### src/rtl/lcd_pkg.sv
// Shared constants and enum types for the LCD line writer.
package lcd_pkg;

  localparam logic [7:0] ASCII_0           = 8'h30;
  localparam logic [7:0] ASCII_A           = 8'h41;
  localparam logic [7:0] ASCII_SPACE       = 8'h20;
  localparam logic [7:0] ASCII_COLON       = 8'h3A;
  localparam logic [7:0] LCD_CMD_SET_DDRAM = 8'h80;

  typedef enum logic [1:0] {
    ST_IDLE,
    ST_ADDR,
    ST_CHAR,
    ST_FINISH
  } state_t;

  typedef enum logic [1:0] {
    PH_SETUP,
    PH_PULSE,
    PH_HOLD,
    PH_WAIT
  } phase_t;

endpackage

### src/rtl/lcd_char_map.sv
// Maps one 4-bit digit code to its LCD character code.
module lcd_char_map
  import lcd_pkg::*;
#(
  parameter bit HEX_MODE = 1'b0
) (
  input  logic [3:0] code,
  output logic [7:0] ch
);

  // decimal digits always map to '0'..'9'; 0xA..0xF depend on HEX_MODE
  always_comb begin
    if (code < 4'd10)
      ch = ASCII_0 + {4'b0000, code};
    else if (HEX_MODE)
      ch = ASCII_A + {4'b0000, code - 4'd10};
    else
      ch = ASCII_SPACE;
  end

endmodule

### src/rtl/lcd_digit_writer.sv
// Multi-digit LCD line writer: latches a digit vector and streams the set-DDRAM
// command followed by the converted characters to an HD44780-style bus.
//
//   state  | meaning
//   IDLE   | waiting for start
//   ADDR   | set-DDRAM-address command transfer
//   CHAR   | character data transfers, left to right
//   FINISH | one-cycle done pulse, then back to IDLE
module lcd_digit_writer
  import lcd_pkg::*;
#(
  parameter int NUM_DIGITS = 6,
  parameter bit SEP_EN     = 1'b1,
  parameter bit HEX_MODE   = 1'b0,
  parameter int E_HIGH     = 12,
  parameter int GAP        = 2000
) (
  input  logic                    clk,
  input  logic                    rst_n,
  input  logic                    start,
  input  logic [4*NUM_DIGITS-1:0] digits,
  input  logic [6:0]              addr,
  output logic                    lcd_rs,
  output logic                    lcd_rw,
  output logic                    lcd_e,
  output logic [7:0]              lcd_data,
  output logic                    busy,
  output logic                    done
);

  localparam int DW     = 4 * NUM_DIGITS;
  localparam int CHARS  = NUM_DIGITS + (SEP_EN ? (NUM_DIGITS - 1) / 2 : 0);
  localparam int PMAX   = (E_HIGH > GAP) ? E_HIGH : GAP;
  localparam int PW     = $clog2(PMAX + 1);
  localparam int IDX_W  = $clog2(CHARS + 1);
  localparam int GAP_M1 = (GAP > 0) ? GAP - 1 : 0;

  localparam logic [PW-1:0]    E_LOAD   = PW'(E_HIGH - 1);
  localparam logic [PW-1:0]    GAP_LOAD = PW'(GAP_M1);
  localparam logic [IDX_W-1:0] LAST_IDX = IDX_W'(CHARS - 1);

  state_t            state;
  phase_t            phase;
  logic [PW-1:0]     cnt;
  logic [IDX_W-1:0]  idx;
  logic [DW-1:0]     digits_q;

  logic [IDX_W-1:0]  nidx;
  logic [7:0]        n8;
  logic [7:0]        grp;
  logic [7:0]        rem;
  logic [7:0]        dsel;
  logic [3:0]        code;
  logic              is_sep;
  logic [7:0]        mapped;
  logic [7:0]        next_char;
  logic              xfer_last;

  assign lcd_rw = 1'b0;

  // Pick the digit for the next character slot; every third slot is a separator
  // when SEP_EN, so the digit index is the slot index minus the separators before it.
  always_comb begin
    nidx   = (state == ST_ADDR) ? '0 : idx + IDX_W'(1);
    n8     = 8'(nidx);
    grp    = n8 / 8'd3;
    rem    = n8 - grp * 8'd3;
    dsel   = SEP_EN ? n8 - grp : n8;
    is_sep = SEP_EN && (rem == 8'd2);
    code   = '0;
    for (int j = 0; j < NUM_DIGITS; j++)
      if (dsel == 8'(j))
        code = digits_q[DW-1-4*j -: 4];
  end

  lcd_char_map #(.HEX_MODE(HEX_MODE)) u_char_map (
    .code (code),
    .ch   (mapped)
  );

  // Final character value and end-of-transfer detect
  always_comb begin
    next_char = is_sep ? ASCII_COLON : mapped;
    xfer_last = ((phase == PH_HOLD) && (GAP == 0)) ||
                ((phase == PH_WAIT) && (cnt == '0));
  end

  // Sequencer: state, transfer phase, timers and registered bus outputs
  always_ff @(posedge clk or negedge rst_n) begin
    if (!rst_n) begin
      state    <= ST_IDLE;
      phase    <= PH_SETUP;
      cnt      <= '0;
      idx      <= '0;
      digits_q <= '0;
      lcd_rs   <= 1'b0;
      lcd_e    <= 1'b0;
      lcd_data <= 8'h00;
      busy     <= 1'b0;
      done     <= 1'b0;
    end else begin
      done <= 1'b0;
      unique case (state)
        ST_IDLE: begin
          if (start) begin
            digits_q <= digits;
            state    <= ST_ADDR;
            phase    <= PH_SETUP;
            lcd_rs   <= 1'b0;
            lcd_data <= LCD_CMD_SET_DDRAM | {1'b0, addr};
            busy     <= 1'b1;
          end
        end
        ST_ADDR, ST_CHAR: begin
          if (xfer_last) begin
            phase <= PH_SETUP;
            if (state == ST_CHAR && idx == LAST_IDX) begin
              state <= ST_FINISH;
              done  <= 1'b1;
              busy  <= 1'b0;
            end else begin
              state    <= ST_CHAR;
              idx      <= nidx;
              lcd_rs   <= 1'b1;
              lcd_data <= next_char;
            end
          end else begin
            unique case (phase)
              PH_SETUP: begin
                phase <= PH_PULSE;
                cnt   <= E_LOAD;
                lcd_e <= 1'b1;
              end
              PH_PULSE: begin
                if (cnt == '0) begin
                  phase <= PH_HOLD;
                  lcd_e <= 1'b0;
                end else begin
                  cnt <= cnt - PW'(1);
                end
              end
              PH_HOLD: begin
                phase <= PH_WAIT;
                cnt   <= GAP_LOAD;
              end
              PH_WAIT: begin
                cnt <= cnt - PW'(1);
              end
              default: phase <= PH_SETUP;
            endcase
          end
        end
        ST_FINISH: begin
          state <= ST_IDLE;
          idx   <= '0;
          cnt   <= '0;
        end
        default: state <= ST_IDLE;
      endcase
    end
  end

endmodule

### config.mk
export PLATFORM = sky130hd
export DESIGN_NAME = lcd_digit_writer
export DESIGN_NICKNAME = d
export VERILOG_FILES = /design/src/rtl/lcd_pkg.sv /design/src/rtl/lcd_char_map.sv /design/src/rtl/lcd_digit_writer.sv
export SDC_FILE = /design/constraint.sdc
export NUM_CORES = 1
export LEC_CHECK = 0
export BUFFER_PORTS_ARGS = -buffer_cell sky130_fd_sc_hd__buf_2
export CAP_MARGIN = 5
export CORE_MARGIN = 2
export CORE_UTILIZATION = 55
export CTS_CLUSTER_DIAMETER = 60
export DETAILED_ROUTE_END_ITERATION = 7
export GPL_ROUTABILITY_DRIVEN = 0
export PLACE_DENSITY = 0.72
export SYNTH_ARGS = -nofsm -noshare
export SYNTH_HDL_FRONTEND = slang
export SYNTH_SLANG_ARGS = --single-unit
### constraint.sdc
create_clock -name clk -period 6.4 [get_ports clk]
set_input_delay 0.64 -clock clk [delete_from_list [all_inputs] [get_ports clk]]
set_output_delay 0.64 -clock clk [all_outputs]
set_load 0.01 [all_outputs]
==> results of run 1 <==
-- per-stage QoR --
stage	hold slack, ns	area (um^2)	cells	setup WS, ns	utilization, %
finish	0.4345	4049	505	0.8166	63.04
global route	0.5032	4049	505	0.3433	63.04
global placement	0.4718	3958	497	1.125	61.62
floorplan	0.3444	3701	390	1.637	-
CTS	0.4664	4049	505	0.8181	63.04
detailed placement	0.4708	3958	497	0.8387	61.62
-- worst max-delay path by stage --
stage / slack (ns) / cells past startpoint / endpoint / start
detailed placement: 0.84 / 21 / lcd_data[0] / state[1]
global placement: 1.12 / 21 / lcd_data[0] / state[1]
finish: 0.82 / 21 / lcd_data[0] / state[1]
CTS: 0.82 / 21 / lcd_data[0] / state[1]
floorplan: 1.64 / 22 / lcd_data[4] / state[1]
global route: 0.34 / 21 / lcd_data[0] / state[1]
-- layout make-up --
| cell class | instances | area (um^2) | share of cell area, % |
|---|---|---|---|
| sequential | 55 | 1376 | 33.99 |
| tap | 77 | 96.34 | 2.379 |
| inverter | 32 | 122.6 | 3.028 |
| clock buffer | 5 | 68.82 | 1.700 |
| multi-input combinational | 287 | 2130 | 52.60 |
| clock inverter | 3 | 22.52 | 0.5562 |
| timing repair buffer | 46 | 232.7 | 5.748 |
-- cell usage in the layout (no fill, tap or decap), drive strengths merged, types with 5 or more instances in the layout --
master / Yosys / routed
mux2: 27 / 27
inv: 31 / 33
clkbuf: 7 / 5
a21oi: 25 / 25
mux2i: 10 / 10
nand2b: 5 / 5
buf: 9 / 46
o31ai: 8 / 8
nor3: 12 / 12
nor2: 27 / 27
or2: 5 / 5
a21o: 5 / 5
nand2: 26 / 26
nor2b: 13 / 13
or3: 6 / 6
o21ai: 30 / 30
dfrtp: 55 / 55
ha: 20 / 20
-- worst max-delay path, cell delays in order (launching register included) --
cell and delay [ns]:
dfrtp_1 0.43, inv_1 0.10, ha_1 0.39, nor2b_1 0.13
mux2i_4 0.31, inv_4 0.09, nor2_1 0.23, ha_1 0.23
inv_1 0.07, o21ai_0 0.18, o32a_1 0.29, inv_1 0.07
ha_1 0.28, o21ai_0 0.12, ha_1 0.26, fa_1 0.58
or3_1 0.43, a21oi_1 0.25, o31ai_2 0.15, o32ai_1 0.61
nand2b_1 0.19, nand3_1 0.07
-- metal layers --
layer  track usage, %  share of wire (%)  vias up
met5                0                  0        -
met1            34.63                 48     1394
met4            7.359                1.4        0
met3            3.946                3.7       10
met2            36.15                 47       53
li1                 -                  -     1472
-- sequential cells by signal (all words and copies together) (netlist names) --
signal / cells
done: 1
digits_q: 24
phase: 2
lcd_e: 1
idx: 4
busy: 1
state: 2
lcd_rs: 1
cnt: 11
lcd_data: 8
-- power by group through the flow --
stage	Combinational, mW	Clock (mW)	Sequential, mW
2_1_floorplan	0.669	0	0.587
3_3_place_gp	0.851	0	0.598
3_5_place_dp	0.866	0	0.603
4_1_cts	0.871	0.212	0.596
5_1_grt	0.975	0.224	0.620
6_report	0.865	0.206	0.597
-- logic make-up after synthesis --
kind of cell	after synthesis	share of synthesized area [%]
AOI/OAI and AO/OA	108	19.41
adders and majority gates	23	8.384
other	1	0.1013
muxes	38	11.87
buffers and inverters	48	5.274
and+or+nand+nor	115	17.31
DFF	55	37.19
xor gates and xnor gates	2	0.4734
==> metrics, run 1 <==
Hold Buf Count CTS=0; yosys warns=0; nature of the critical path startpoint=flop; Reg power frac=35.8%; clk slew on worst S/H paths=~0.11 ns; switching share of power=a little over two fifths; final hold viol count=0; Post-Syn Instances=390; first-pass GRT wire length=about 14 mm; Core ar.=approximately 6400 um^2; f_max=179.1 MHz; first-pass iteration count of the detailed router=4; largest net degree at the start of global routing=between 50 and 60; Resized cells post-CTS=0; sequential fraction of the synthesis area=37.19%; drt drc=0; clock power share=between 10 and 15%; clk_skew=between 0.01 and 0.015 ns; Post-CTS Setup Bufs=0; clk buf depth=2; share of cells above drive strength 1=a little under a quarter; syn avg cell area=~9.5 um^2; Cell Rows=29; count leader, synth=dfrtp_1; Vias=2929; Synth-to-Final Area Change=9.398%; worst flop-to-flop path startpoint=state[1]; Top-Level Pins=47; Main synth FF type=dfrtp_1; # diodes=0; die area=around 7400 um^2; CP required=between 6 and 7 ns; actual slew at the worst max-slew pin=roughly 1.0 ns; LEAKAGE=roughly 1.9 nW; Power Total=~1.7 mW; outcome=complete, no violations; Net Count, Synth=approximately 450; WP data arrival=between 5 and 6 ns; count of different cell masters after synthesis=70; R2R Path End=lcd_data[0]; Slew HR=between 30 and 40%; Max FO, Critical Path=13; Initial Utilization=between 50 and 60%; Pint=around 0.96 mW; Comb pwr share=between 50% and 60%; Die X=around 86 um; CTS Sinks=between 50 and 60; CP endpoint kind=flop; Setup TNS=0 ns; clk_lat worst skew=0.32 ns; Post-Syn Area=approximately 3700 um^2; iteration-0 DRC count of the detailed router=190; post-synth top area share=a little under two fifths; total grt overflow=0; All-Layer GR Usage=a little under a quarter; fin. max-slew vios=0; Num CTS Buffers=5; Post-synth top cells=55 x dfrtp_1, 30 x inv_1, 28 x o21ai_0; # Max-Cap Violations=0; Setup Crit Path Kind=flop to flop; FF+latch count, synth=55; TritonCTS clock tree=done; Synth area leaders=dfrtp_1 37%, mux2_2 8.2%, ha_1 6.8%, o21ai_0 3.8%, a21oi_1 3.2%; RSZ-0062 raised after global routing=no; area leader, netlist=dfrtp_1; ys async rst share=100.0%; Hold WC Path Type=input port to async pin; Die Span Y=between 80 and 90 um; DP HPWL=roughly 6.0 mm; Routed Antenna Nets=0; CTS root buffer=clkbuf_8; WL final=about 8 mm; r2r setup slk=roughly 0.8 ns; # fillers=between 500 and 600; switching power=0.7077 mW; Max VDD drop=0.0001963 V; final setup violation count=0; initial antenna violation count=0; vias in the first global route=roughly 3000; Tmin final=5.583 ns; number of synthesized flops with an enable pin=0; IO buf count=45; vias per cell=about 5.8; worst r2r path cells=21; period utilization=87.24%; pwr/cell area=between 400 and 500 nW/um^2; post-DR wirelength/cell=approximately 16 um; Post-layout nets=between 400 and 500; # H-tree levels=2
No activity file was read; power rests on OpenSTA's default activity.
==> run 2, diff against run 1 <==
- REMOVE_ABC_BUFFERS: not set -> 1
==> metrics, run 2 (same netlist as run 1, synthesis figures left out) <==
outcome=complete, no violations; Slew HR=24.71% (-5.3 points); Tmin final=5.646 ns (+0.06297 ns); # Max-Cap Violations=0 (unchanged); iteration-0 DRC count of the detailed router=141 (-26%); Largest register FFs=24 (unchanged); period utilization=88.22% (+0.98 points); Post-CTS Setup Bufs=0 (unchanged); Finished Cell Area=4055 um^2 (+0.15%); LEAKAGE=1.864 nW (about the same); CP required=6.59 ns (-0.02 ns); nature of the critical path startpoint=flop; fin. max-slew vios=0 (unchanged); clk slew on worst S/H paths=0.11 ns (about the same); # H-tree levels=2 (unchanged); clk_skew=0.007772 ns (-0.006675 ns); Setup Crit Path Kind=flop to flop; initial antenna violation count=0 (unchanged); Max VDD drop=0.0002208 V (+12%); Routed Antenna Nets=0 (unchanged); Post-Layout Cell Count=505 (unchanged); largest net degree at the start of global routing=56 (unchanged); Die X=86.03 um (unchanged); Top-Level Pins=47 (unchanged); final setup violation count=0 (unchanged); WL final=8.274 mm (+2.4%); top flop regs=digits_q x24, cnt x11, lcd_data x8; DP HPWL=6.225 mm (+3.4%); post-layout util=63.14% (+0.097 points); clk_lat worst skew=0.32 ns (about the same); Post-layout nets=484 (unchanged); commonest non-fill, non-tap cell in the layout=dfrtp_1; # diodes=0 (unchanged); vias per cell=5.935 (+2.3%); Cell Rows=29 (unchanged); Core ar.=6422 um^2 (unchanged); most frequent cells in the layout=55 x dfrtp_1, 45 x buf_2, 30 x inv_1; first-pass iteration count of the detailed router=5 (+1); vias in the first global route=2954 (-0.44%); TritonCTS clock tree=done; CTS root buffer=clkbuf_8; clk buf depth=2 (unchanged); pwr/cell area=416.2 nW/um^2 (+1.0%); drt drc=0 (unchanged); Largest Register=digits_q; post-DR wirelength/cell=16.38 um (+2.4%); final hold viol count=0 (unchanged); Hold WC Path Type=input port to async pin; Cell Area, Placed=3958 um^2 (unchanged); Num CTS Buffers=5 (unchanged); CTS Sinks=55 (unchanged); RSZ-0062 raised after global routing=no; Vias=2997 (+2.3%); Resized cells post-CTS=0 (unchanged); Power Total=1.688 mW (+1.2%); Die Span Y=86.03 um (unchanged); r2r setup slk=0.75 ns (-0.06 ns); share of cells above drive strength 1=23.83% (unchanged); die area=7401 um^2 (unchanged); # fillers=573 (+7.7%); Hold Buf Count CTS=0 (unchanged); Synth-to-Final Area Change=9.567%; Setup TNS=0 ns (unchanged); Cells after DPL=497 (unchanged); CP endpoint kind=flop; All-Layer GR Usage=23.94% (+0.22 points); WP data arrival=5.84 ns (+0.05 ns); actual slew at the worst max-slew pin=1.127 ns (+0.07986 ns); Initial Utilization=57.63% (unchanged); f_max=177.1 MHz (-1.1%); Max FO, Critical Path=13 (unchanged); IO buf count=45 (unchanged); total grt overflow=0 (unchanged); first-pass GRT wire length=14.21 mm (+1.2%)
[run 2: changes by cell type in the layout (fill, tap and decap cells not counted), sizes merged]
cell	before	now
inv	33	32
clkinv	2	3
[run 2: layout make-up]
cell class,instances,area (um^2),area share [%]
Inverter,32,122.6,3.024
Clock buffer,5,68.82,1.697
Sequential cell,55,1376,33.94
Tap cell,77,96.34,2.376
Clock inverter,3,28.78,0.7097
Timing Repair Buffer,46,232.7,5.739
Multi-Input combinational cell,287,2130,52.51
[run 2: path summary, 6_finish.rpt]
| kind | to | cells past startpoint | start |
|---|---|---|---|
| setup reg to reg | lcd_data[0] | 21 | state[1] |
| setup / recovery | lcd_data[0] | 21 | state[1] |
| min in group clk | cnt[1] | 2 | cnt[1] |
| max in group asynchronous | cnt[10] | 2 | rst_n |
| hold / removal | cnt[7] | 2 | rst_n |
| hold reg to reg | cnt[1] | 2 | cnt[1] |
[run 2: per-layer routing]
layer  share of wire (%)  vias up  GRT usage [%]
li1                    -     1474              -
met1                  45     1452          32.00
met2                  50       63          40.87
met3                 2.9        8          2.984
met4                 1.6        0          6.926
met5                   0        -              0
[run 2: metrics by stage]
stage | hold WS [ns] | setup WS (ns)
2_1_floorplan | 0.3444 | 1.558
3_3_place_gp | 0.4669 | 1.093
3_5_place_dp | 0.4659 | 0.8066
4_1_cts | 0.4588 | 0.7695
5_1_grt | 0.5073 | 0.1651
6_report | 0.4221 | 0.7537
[run 2: worst max-delay path: stages, from the launching register on]
cell      delay, ns
dfrtp_1        0.44
inv_1          0.10
ha_1           0.41
nor2b_1        0.13
mux2i_4        0.32
inv_4          0.09
nor2_1         0.24
ha_1           0.24
inv_1          0.08
o21ai_0        0.17
o32a_1         0.31
inv_1          0.07
ha_1           0.28
o21ai_0        0.12
ha_1           0.25
fa_1           0.58
or3_1          0.43
a21oi_1        0.23
o31ai_2        0.14
o32ai_1        0.63
nand2b_1       0.18
nand3_1        0.07
[run 2: where the power goes]
part / switching (mW) / internal, mW / leakage, nW / total [mW]
sequential: 0.111 / 0.493 / 0.664 / 0.604
clock: 0.126 / 0.0814 / 0.0502 / 0.208
combinational: 0.488 / 0.389 / 1.15 / 0.876
total: 0.725 / 0.963 / 1.86 / 1.69
